==> src/rtl/pong_game_engine.sv <==
// pong_game_engine: per-frame pong logic (paddles, ball, serve timing, scoring, win).
// Optional build macro AI_P2_EN: right paddle tracks the ball and ignores p2_up/p2_down.
`default_nettype none

module pong_game_engine #(
  parameter int H_ACTIVE     = 640,
  parameter int V_ACTIVE     = 480,
  parameter int PAD_H        = 72,
  parameter int PAD_W        = 4,
  parameter int PAD1_X       = 32,
  parameter int PAD2_X       = 600,
  parameter int BALL_SZ      = 8,
  parameter int PAD_V        = 3,
  parameter int BALL_V       = 2,
  parameter int WIN_SCORE    = 9,
  parameter int SCORE_W      = 4,
  parameter int SERVE_FRAMES = 60
) (
  input  logic               clk,
  input  logic               reset,
  input  logic               tick,
  input  logic               start,
  input  logic               p1_up,
  input  logic               p1_down,
  input  logic               p2_up,
  input  logic               p2_down,
  output logic [9:0]         ball_x,
  output logic [9:0]         ball_y,
  output logic [9:0]         pad1_y,
  output logic [9:0]         pad2_y,
  output logic [SCORE_W-1:0] score1,
  output logic [SCORE_W-1:0] score2,
  output logic [2:0]         state,
  output logic               game_over
);

  localparam logic [9:0] H_ACT   = 10'(H_ACTIVE);
  localparam logic [9:0] V_ACT   = 10'(V_ACTIVE);
  localparam logic [9:0] PH      = 10'(PAD_H);
  localparam logic [9:0] BSZ     = 10'(BALL_SZ);
  localparam logic [9:0] PV      = 10'(PAD_V);
  localparam logic [9:0] BV      = 10'(BALL_V);
  localparam logic [9:0] P1_L    = 10'(PAD1_X);
  localparam logic [9:0] P1_R    = 10'(PAD1_X + PAD_W);
  localparam logic [9:0] P2_L    = 10'(PAD2_X);
  localparam logic [9:0] P2_R    = 10'(PAD2_X + PAD_W);
  localparam logic [9:0] P2_STOP = 10'(PAD2_X - BALL_SZ);
  localparam logic [9:0] BX0     = 10'((H_ACTIVE - BALL_SZ) / 2);
  localparam logic [9:0] BY0     = 10'((V_ACTIVE - BALL_SZ) / 2);
  localparam logic [9:0] BY_MAX  = 10'(V_ACTIVE - BALL_SZ);
  localparam logic [9:0] PY0     = 10'((V_ACTIVE - PAD_H) / 2);
  localparam logic [9:0] PY_MAX  = 10'(V_ACTIVE - PAD_H);

  localparam int                 CNT_W      = (SERVE_FRAMES > 1) ? $clog2(SERVE_FRAMES) : 1;
  localparam logic [CNT_W-1:0]   SERVE_LAST = CNT_W'(SERVE_FRAMES - 1);
  localparam logic [SCORE_W-1:0] WIN        = SCORE_W'(WIN_SCORE);
  localparam logic [SCORE_W-1:0] SCORE_ONE  = SCORE_W'(1);

  typedef enum logic [2:0] {
    S_IDLE  = 3'd0,
    S_SERVE = 3'd1,
    S_PLAY  = 3'd2,
    S_POINT = 3'd3,
    S_OVER  = 3'd4
  } state_t;

  state_t             state_q;
  logic [9:0]         ball_x_q, ball_y_q, pad1_q, pad2_q;
  logic [9:0]         ball_x_d, ball_y_d, pad1_d, pad2_d;
  logic [SCORE_W-1:0] score1_q, score2_q, score1_inc, score2_inc;
  logic [CNT_W-1:0]   serve_cnt_q;
  logic               dir_r_q, dir_dn_q, dir_r_d, dir_dn_d;
  logic               serve_dn_q, p2_scored_q, start_q, game_over_q;
  logic               start_edge, hit1, hit2, p1_point, p2_point;
  logic               p2_up_eff, p2_dn_eff;

  assign start_edge = start & ~start_q;
  assign score1_inc = score1_q + SCORE_ONE;
  assign score2_inc = score2_q + SCORE_ONE;

  function automatic logic [9:0] pad_step(input logic [9:0] y, input logic up, input logic dn);
    logic [9:0] r;
    r = y;
    if (up && !dn) begin
      r = (y < PV) ? 10'd0 : y - PV;
    end else if (dn && !up) begin
      r = (y + PV > PY_MAX) ? PY_MAX : y + PV;
    end
    return r;
  endfunction

`ifdef AI_P2_EN
  localparam logic [9:0] PAD_HALF  = 10'(PAD_H / 2);
  localparam logic [9:0] BALL_HALF = 10'(BALL_SZ / 2);
  logic [9:0] pad2_ctr, ball_ctr;
  logic       unused_p2_keys;
  assign pad2_ctr       = pad2_q + PAD_HALF;
  assign ball_ctr       = ball_y_q + BALL_HALF;
  // Both comparisons add PAD_V to the smaller side so neither can underflow.
  assign p2_up_eff      = (ball_ctr + PV < pad2_ctr);
  assign p2_dn_eff      = (ball_ctr > pad2_ctr + PV);
  assign unused_p2_keys = p2_up ^ p2_down;
`else
  assign p2_up_eff = p2_up;
  assign p2_dn_eff = p2_down;
`endif

  assign pad1_d = pad_step(pad1_q, p1_up, p1_down);
  assign pad2_d = pad_step(pad2_q, p2_up_eff, p2_dn_eff);

  always_comb begin
    ball_y_d = ball_y_q;
    dir_dn_d = dir_dn_q;
    if (dir_dn_q) begin
      if (ball_y_q + BSZ + BV > V_ACT) begin
        ball_y_d = BY_MAX;
        dir_dn_d = 1'b0;
      end else begin
        ball_y_d = ball_y_q + BV;
      end
    end else begin
      if (ball_y_q < BV) begin
        ball_y_d = 10'd0;
        dir_dn_d = 1'b1;
      end else begin
        ball_y_d = ball_y_q - BV;
      end
    end

    hit1 = !dir_r_q && (ball_x_q <= P1_R) && (ball_x_q + BSZ > P1_L) &&
           (ball_y_q + BSZ > pad1_q) && (ball_y_q < pad1_q + PH);
    hit2 = dir_r_q && (ball_x_q + BSZ >= P2_L) && (ball_x_q < P2_R) &&
           (ball_y_q + BSZ > pad2_q) && (ball_y_q < pad2_q + PH);

    ball_x_d = ball_x_q;
    dir_r_d  = dir_r_q;
    p1_point = 1'b0;
    p2_point = 1'b0;
    if (hit1) begin
      ball_x_d = P1_R;
      dir_r_d  = 1'b1;
    end else if (hit2) begin
      ball_x_d = P2_STOP;
      dir_r_d  = 1'b0;
    end else if (!dir_r_q && (ball_x_q < BV)) begin
      p2_point = 1'b1;
    end else if (dir_r_q && (ball_x_q + BSZ + BV > H_ACT)) begin
      p1_point = 1'b1;
    end else if (dir_r_q) begin
      ball_x_d = ball_x_q + BV;
    end else begin
      ball_x_d = ball_x_q - BV;
    end
  end

  always_ff @(posedge clk or negedge reset) begin
    if (!reset) begin
      state_q     <= S_IDLE;
      ball_x_q    <= BX0;
      ball_y_q    <= BY0;
      pad1_q      <= PY0;
      pad2_q      <= PY0;
      score1_q    <= '0;
      score2_q    <= '0;
      serve_cnt_q <= '0;
      dir_r_q     <= 1'b1;
      dir_dn_q    <= 1'b1;
      serve_dn_q  <= 1'b1;
      p2_scored_q <= 1'b0;
      start_q     <= 1'b0;
      game_over_q <= 1'b0;
    end else begin
      start_q <= start;
      case (state_q)
        S_IDLE: begin
          if (start_edge) begin
            state_q     <= S_SERVE;
            serve_cnt_q <= '0;
            ball_x_q    <= BX0;
            ball_y_q    <= BY0;
            dir_r_q     <= 1'b1;
            dir_dn_q    <= 1'b1;
            serve_dn_q  <= 1'b1;
          end
        end
        S_SERVE: begin
          if (tick) begin
            pad1_q      <= pad1_d;
            pad2_q      <= pad2_d;
            serve_cnt_q <= serve_cnt_q + CNT_W'(1);
            if (serve_cnt_q == SERVE_LAST) state_q <= S_PLAY;
          end
        end
        S_PLAY: begin
          if (tick) begin
            pad1_q   <= pad1_d;
            pad2_q   <= pad2_d;
            ball_x_q <= ball_x_d;
            ball_y_q <= ball_y_d;
            dir_r_q  <= dir_r_d;
            dir_dn_q <= dir_dn_d;
            if (p1_point || p2_point) begin
              state_q     <= S_POINT;
              p2_scored_q <= p2_point;
            end
          end
        end
        S_POINT: begin
          // Next serve heads toward whoever just conceded; vertical alternates.
          ball_x_q    <= BX0;
          ball_y_q    <= BY0;
          serve_cnt_q <= '0;
          dir_r_q     <= ~p2_scored_q;
          dir_dn_q    <= ~serve_dn_q;
          serve_dn_q  <= ~serve_dn_q;
          if (p2_scored_q) begin
            score2_q <= score2_inc;
            if (score2_inc == WIN) begin
              state_q     <= S_OVER;
              game_over_q <= 1'b1;
            end else begin
              state_q <= S_SERVE;
            end
          end else begin
            score1_q <= score1_inc;
            if (score1_inc == WIN) begin
              state_q     <= S_OVER;
              game_over_q <= 1'b1;
            end else begin
              state_q <= S_SERVE;
            end
          end
        end
        S_OVER: begin
          if (start_edge) begin
            state_q     <= S_IDLE;
            game_over_q <= 1'b0;
            score1_q    <= '0;
            score2_q    <= '0;
            pad1_q      <= PY0;
            pad2_q      <= PY0;
            ball_x_q    <= BX0;
            ball_y_q    <= BY0;
          end
        end
        default: begin
          state_q     <= S_IDLE;
          game_over_q <= 1'b0;
        end
      endcase
    end
  end

  assign ball_x    = ball_x_q;
  assign ball_y    = ball_y_q;
  assign pad1_y    = pad1_q;
  assign pad2_y    = pad2_q;
  assign score1    = score1_q;
  assign score2    = score2_q;
  assign state     = state_q;
  assign game_over = game_over_q;

endmodule

`default_nettype wire
==> config.mk <==
export PLATFORM = sky130hd
export DESIGN_NAME = pong_game_engine
export DESIGN_NICKNAME = d
export VERILOG_FILES = /design/src/rtl/pong_game_engine.sv
export SDC_FILE = /design/constraint.sdc
export NUM_CORES = 1
export LEC_CHECK = 0
export CORE_MARGIN = 8
export CORE_UTILIZATION = 25
export DETAILED_ROUTE_END_ITERATION = 16
export SYNTH_ARGS = -nofsm -noshare
export SYNTH_HDL_FRONTEND = slang
export SYNTH_SLANG_ARGS = --single-unit
==> constraint.sdc <==
create_clock -name clk -period 4.45 [get_ports clk]
set_input_delay 0.89 -clock clk [delete_from_list [all_inputs] [get_ports clk]]
set_output_delay 0.89 -clock clk [all_outputs]
set_load 0.1 [all_outputs]
---- Word-level counts from Yosys, hierarchy flattened ----
Cells that the tools add are included.
storage, ports and cells
  register bits after elaboration ......... 63
  bits of input ports ..................... 8
  output and inout bits ................... 52
cells by class
  add/subtract/negate cells ............... 17
  $lt $le $gt $ge ......................... 16
  eq/ne operators ......................... 24
  multiplexer cells ....................... 68
  bitwise logic cells ..................... 5
  reductions and logical operators ........ 43
operators by type and width
  kind                   number
  $mux 10                23
  $add 10x2->10 const B  6
  $pmux 10 s3            2
  $lt 10x2->1 const B    4
  $pmux 10 s2            2
  $sub 10x2->10 const B  4
  $gt 10x9->1 const B    3
  $mux 3                 9
  $add 10x4->10 const B  2
  $add 10x7->10 const B  2
  $gt 10x10->1           2
  $lt 10x10->1           2
  $mux 1                 19
  $pmux 6 s3             1
  $reduce_and 3->1       6
  $ne 2x2->1 const B     8
  $pmux 4 s2             2
  $reduce_and 4->1       4
  $pmux 3 s5             1
  $logic_and 1x1->1      14
  $mux 4                 3
  $mux 6                 2
  $ge 10x10->1 const B   1
  $gt 10x10->1 const B   1
  28 further kinds       50

---- Depth between registers and ports, before layout ----
  depth after elaboration ................. 12
  mapped depth ............................ 17
  mapped depth without buffers ............ 14

---- Worst setup path after synthesis ----
No wires, ideal clock.
  path type ............................... register -> register
  start ................................... register ball_y_q[4], in the netlist ball_y[4]
  end ..................................... register ball_x_q[6], in the netlist ball_x[6]
  library setup time ...................... 0.129 ns
  arrival ................................. 4.011 ns
  required time ........................... 4.321 ns
  path slack .............................. 0.311 ns
  stages on the path, launching flop included .. 18
  path buffers ............................ 3
  clock period less this slack ............ 4.139 ns
  cells stage by stage .................... dfrtp_1 > ha_1 > and3_1 > nand3_1 > xor2_1 > inv_1 > ha_1 > nand4_1 > o311ai_0 > a21oi_1 > and4_1 > buf_2 > a31o_2 > buf_2 > o31ai_1 > buf_2 > nor2_1 > a2bb2oi_1
on the way
  word-level cells in the longest chain between the ends .. 8
  elaborated cells on any way between the ends .. 16
  classes of those cells .................. add/sub: 1; order compare: 4; eq/ne: 2; mux: 4; reduce/logical: 5
ends and longest elaborated chain
  element                   RTL line  source
  start: declaration        68        logic [9:0] ball_x_q, ball_y_q, pad1_q, pad2_q;
  start signal: assignment  199       ball_y_q <= ball_y_d;
  $add 10x4->10             131, 133
  $gt 10x10->1              133       (ball_y_q + BSZ > pad2_q) && (ball_y_q < pad2_q + PH);
  $logic_and 1x1->1         132       hit2 = dir_r_q && (ball_x_q + BSZ >= P2_L) && (ball_x_q < P2_R) &&
  $logic_and 1x1->1         133
  $mux 10                   142       end else if (hit2) begin
  $mux 10                   139       if (hit1) begin
  $mux 10                   195       if (tick) begin
  $pmux 10 s3               174       case (state_q)
  end signal: assignment    198       ball_x_q <= ball_x_d;
  end: declaration          68
Parallel ways exist; a longest one is shown, timed or not. The select of a mux whose other input is x is not followed.
A chain may end at the register's enable or synchronous reset.

---- Worst setup path in the final report ----
  start ................................... register ball_y_q[3], in the netlist ball_y[3]
  end ..................................... register ball_x_q[2], in the netlist ball_x[2]
Same word-level chain as after synthesis.

==> results.yml <==
outcome:
  status: "finished clean"
place:
  portBuffers: 57
  globalplace.congestion: 0.9227
  hpwl_mm: 15.28
  placed_cells: 1179
critical_path:
  arrival_ns: 4.34
  crit_slowest_cell: "dfstp_2"
  critical_path_class: "flop to flop"
  cp_cell_sequence: "ha_1, and3_1, nand3_1, xor2_1, inv_1, ha_1, nand4_1, o311ai_0, a21oi_1, and4_1, a31o_2, nor3_1, nor2_2, mux2_1"
  critPathRequiredTime_ns: 4.72
  slowest_delay_ns: 0.69
  cp_top_family: "simple AND/OR/NAND/NOR gates"
  crit_path_end_kind: "flop"
  timing.critical_path.buf_inv: 1
  path_max_fanout: 15
  start_kind: "flop"
  critPathMostFrequentCell: "ha_1"
clock_tree:
  cts_buffer_depth: 2
  root_buffer: "clkbuf_16"
  clk_latency_ns: 0.35
  clock-sinks: 61
  cts_resized: 0
  cts.hold.buffers_added: 0
  cts_tree: "yes"
  cts_buffers: 9
  clk_pin_slew_worst_paths_ns: 0.07
  cts_setup_buffers: 0
  ctsHtreeMaxLevel: 3
finish:
  regArea_um2: 1553
  diodes: 0
  area.growth.synth_to_final_pct: 18.18
  fin_nets: 927
  stdcell_count: 1195
  utilization_pct: 30.04
  n_fill_cell: 2659
  layout-drive-gt1-share_pct: 7.168
  multi_input_area_um2: 4454
global_routing:
  antenna_found_initial: 0
  grt_use_total_pct: 13.07
  grt_max_degree: 43
  grt_pass1_vias: 5977
  grt.overflow.total: 0
  grt_pass1_wl_mm: 32.71
die:
  fp.dieW_um: 176.0
  dieArea_um2: 30980
  die_h_um: 176.0
  ios: 60
  row_count: 58
  start_util_pct: 25.42
  core_area_um2: 25180
sta:
  rsz0062_at_grt: "no"
  finalSetupTns_ns: 0
  tightestPinTransition_ns: 1.049
  period_share_pct: 91.58
  hold_violations: 0
  clock.fmax_ghz: 0.2454
  finalCriticalPeriod_ns: 4.075
  final_max_slew_viol_count: 0
  setup-violations-final: 0
  slew_headroom_pct: 29.87
  skew_ns: 0.01268
detailed_routing:
  drt-initial-drc-count: 647
  first_pass_iters: 5
  vias_per_cell: 5.394
  via_count: 6446
  drc: 0
  drt-total-wl_mm: 20.44
  wl_per_cell_um: 17.11
  ant_nets: 0
logic_synthesis:
  yosys_most_used_dff: "dfrtp_1"
  synthXorXnorAreaFrac_pct: 5.473
  synthesis.area_um2: 6401
  ys_seq_area_share_pct: 24.26
  synth_area_per_cell_um2: 7.666
  synth_mux_area_share_pct: 0.9969
  synthSimpleGateAreaFrac_pct: 23.65
  synth_compound_area_share_pct: 27.81
  synth_edf_count: 0
  ys_ff_latch: 61
  async_flop_share_pct: 100.0
  netlist_instances: 835
  yosysUniqueCellTypes: 78
  synth_top_family_by_area: "compound AO/OA/AOI/OAI gates"
  ys.warnings.count: 0
  synthAdderAreaFrac_pct: 11.53
pwr:
  peakVddDrop_uv: 521.3
  power.density_nw_per_um2: 699.5
  p_leak_nw: 2.931
flow_run:
  cap_violations: 0
min_path:
  hold_class: "flop to flop"
final timing paths:
kind / startpoint / end / slack (ns) / cells after the start
min in group asynchronous: reset / pad1_y[9] / 0.69 / 1
worst max-delay path: ball_y[3] / ball_x[2] / 0.37 / 14
worst min register to register: serve_dn_q / serve_dn_q / 0.54 / 2
max in group asynchronous: reset / pad2_y[2] / 2.82 / 2
worst min-delay path: serve_dn_q / serve_dn_q / 0.54 / 2
worst max register to register: ball_y[3] / ball_x[2] / 0.37 / 14
sequential cells by signal, summed over array words and instances, names as in the netlist:
register     count
pad2_y          10
dir_r_q          1
start_q          1
score2           4
serve_dn_q       1
ball_y           9
dir_dn_q         1
game_over        1
pad1_y          10
ball_x           9
state            3
score1           4
serve_cnt_q      6
p2_scored_q      1
cells by family after synthesis:
logic type	count (synthesis)
flops	61
buf+inv	97
fa+ha+maj	59
simple gates	304
mux	6
xor+xnor	40
other cells	1
compound gates	267
power by group:
group	internal, W	leakage, nW	switching (W)	total (W)
Combinational	0.00106	2.04	0.00216	0.00322
Sequential	0.000761	0.725	0.000464	0.00122
Clock	0.000550	0.170	0.000298	0.000848
Yosys cell counts, types with 14 or more instances:
cell type  number  area (um2)
nor2b_1        14       87.58
dfstp_2        21       551.8
nor2_1         68       255.2
dfrtp_1        40        1001
nand2b_1       17       106.4
nand3_1        23       115.1
inv_1          42       157.7
nand2_1        83       311.6
ha_1           59       738.2
o21ai_0        64       320.3
xnor2_1        27       236.5
nand4_1        14       87.58
a21oi_1        62       310.3
nor3_1         27       135.1
clkbuf_1       37       138.9
per-layer routing:
metal,GRT usage [%],vias to the layer above,part of all wire (%)
met5,0,-,0
li1,-,3125,-
met1,17.50,3081,47
met3,2.179,28,5.4
met2,20.66,212,45
met4,5.157,0,2.5
worst min-delay path, stage by stage, from the launching register on:
cell and delay, ns:
dfstp_2 0.38, nand2_1 0.05, o221ai_1 0.09
through the flow:
step                      setup WS, ns  power (W)  instance area, um2  hold slack, ns
after global placement          0.5557   0.004411                7218          0.5122
after floorplan                 0.3105   0.003670                6405          0.4919
after global routing           0.06618   0.005653                7565          0.5479
final                           0.3745   0.005292                7565          0.5356
after detailed placement        0.4279   0.004417                7218          0.5288
after CTS                       0.4002   0.005290                7565          0.5379
cell usage in the layout, fill, tap and decap left out, drive strengths merged, types with 17 or more instances in the layout:
cell	instances
o21ai	69
inv	44
clkdlybuf4s50	56
ha	59
a21oi	62
xnor2	27
dfstp	21
nand2b	17
nor3	27
nor2	69
dfrtp	40
nand3	24
nand2	83
area by class of cell:
type                    instances  share of cell area [%]
clock buffers                   9                   2.977
clock inverters                 7                   1.604
inverters                      44                   2.183
multi-input cells             678                   58.88
flip-flops and latches         61                   20.53
well taps                     330                   5.458
repair buffers                 66                   8.369
Power figures use the tool's default switching activity.
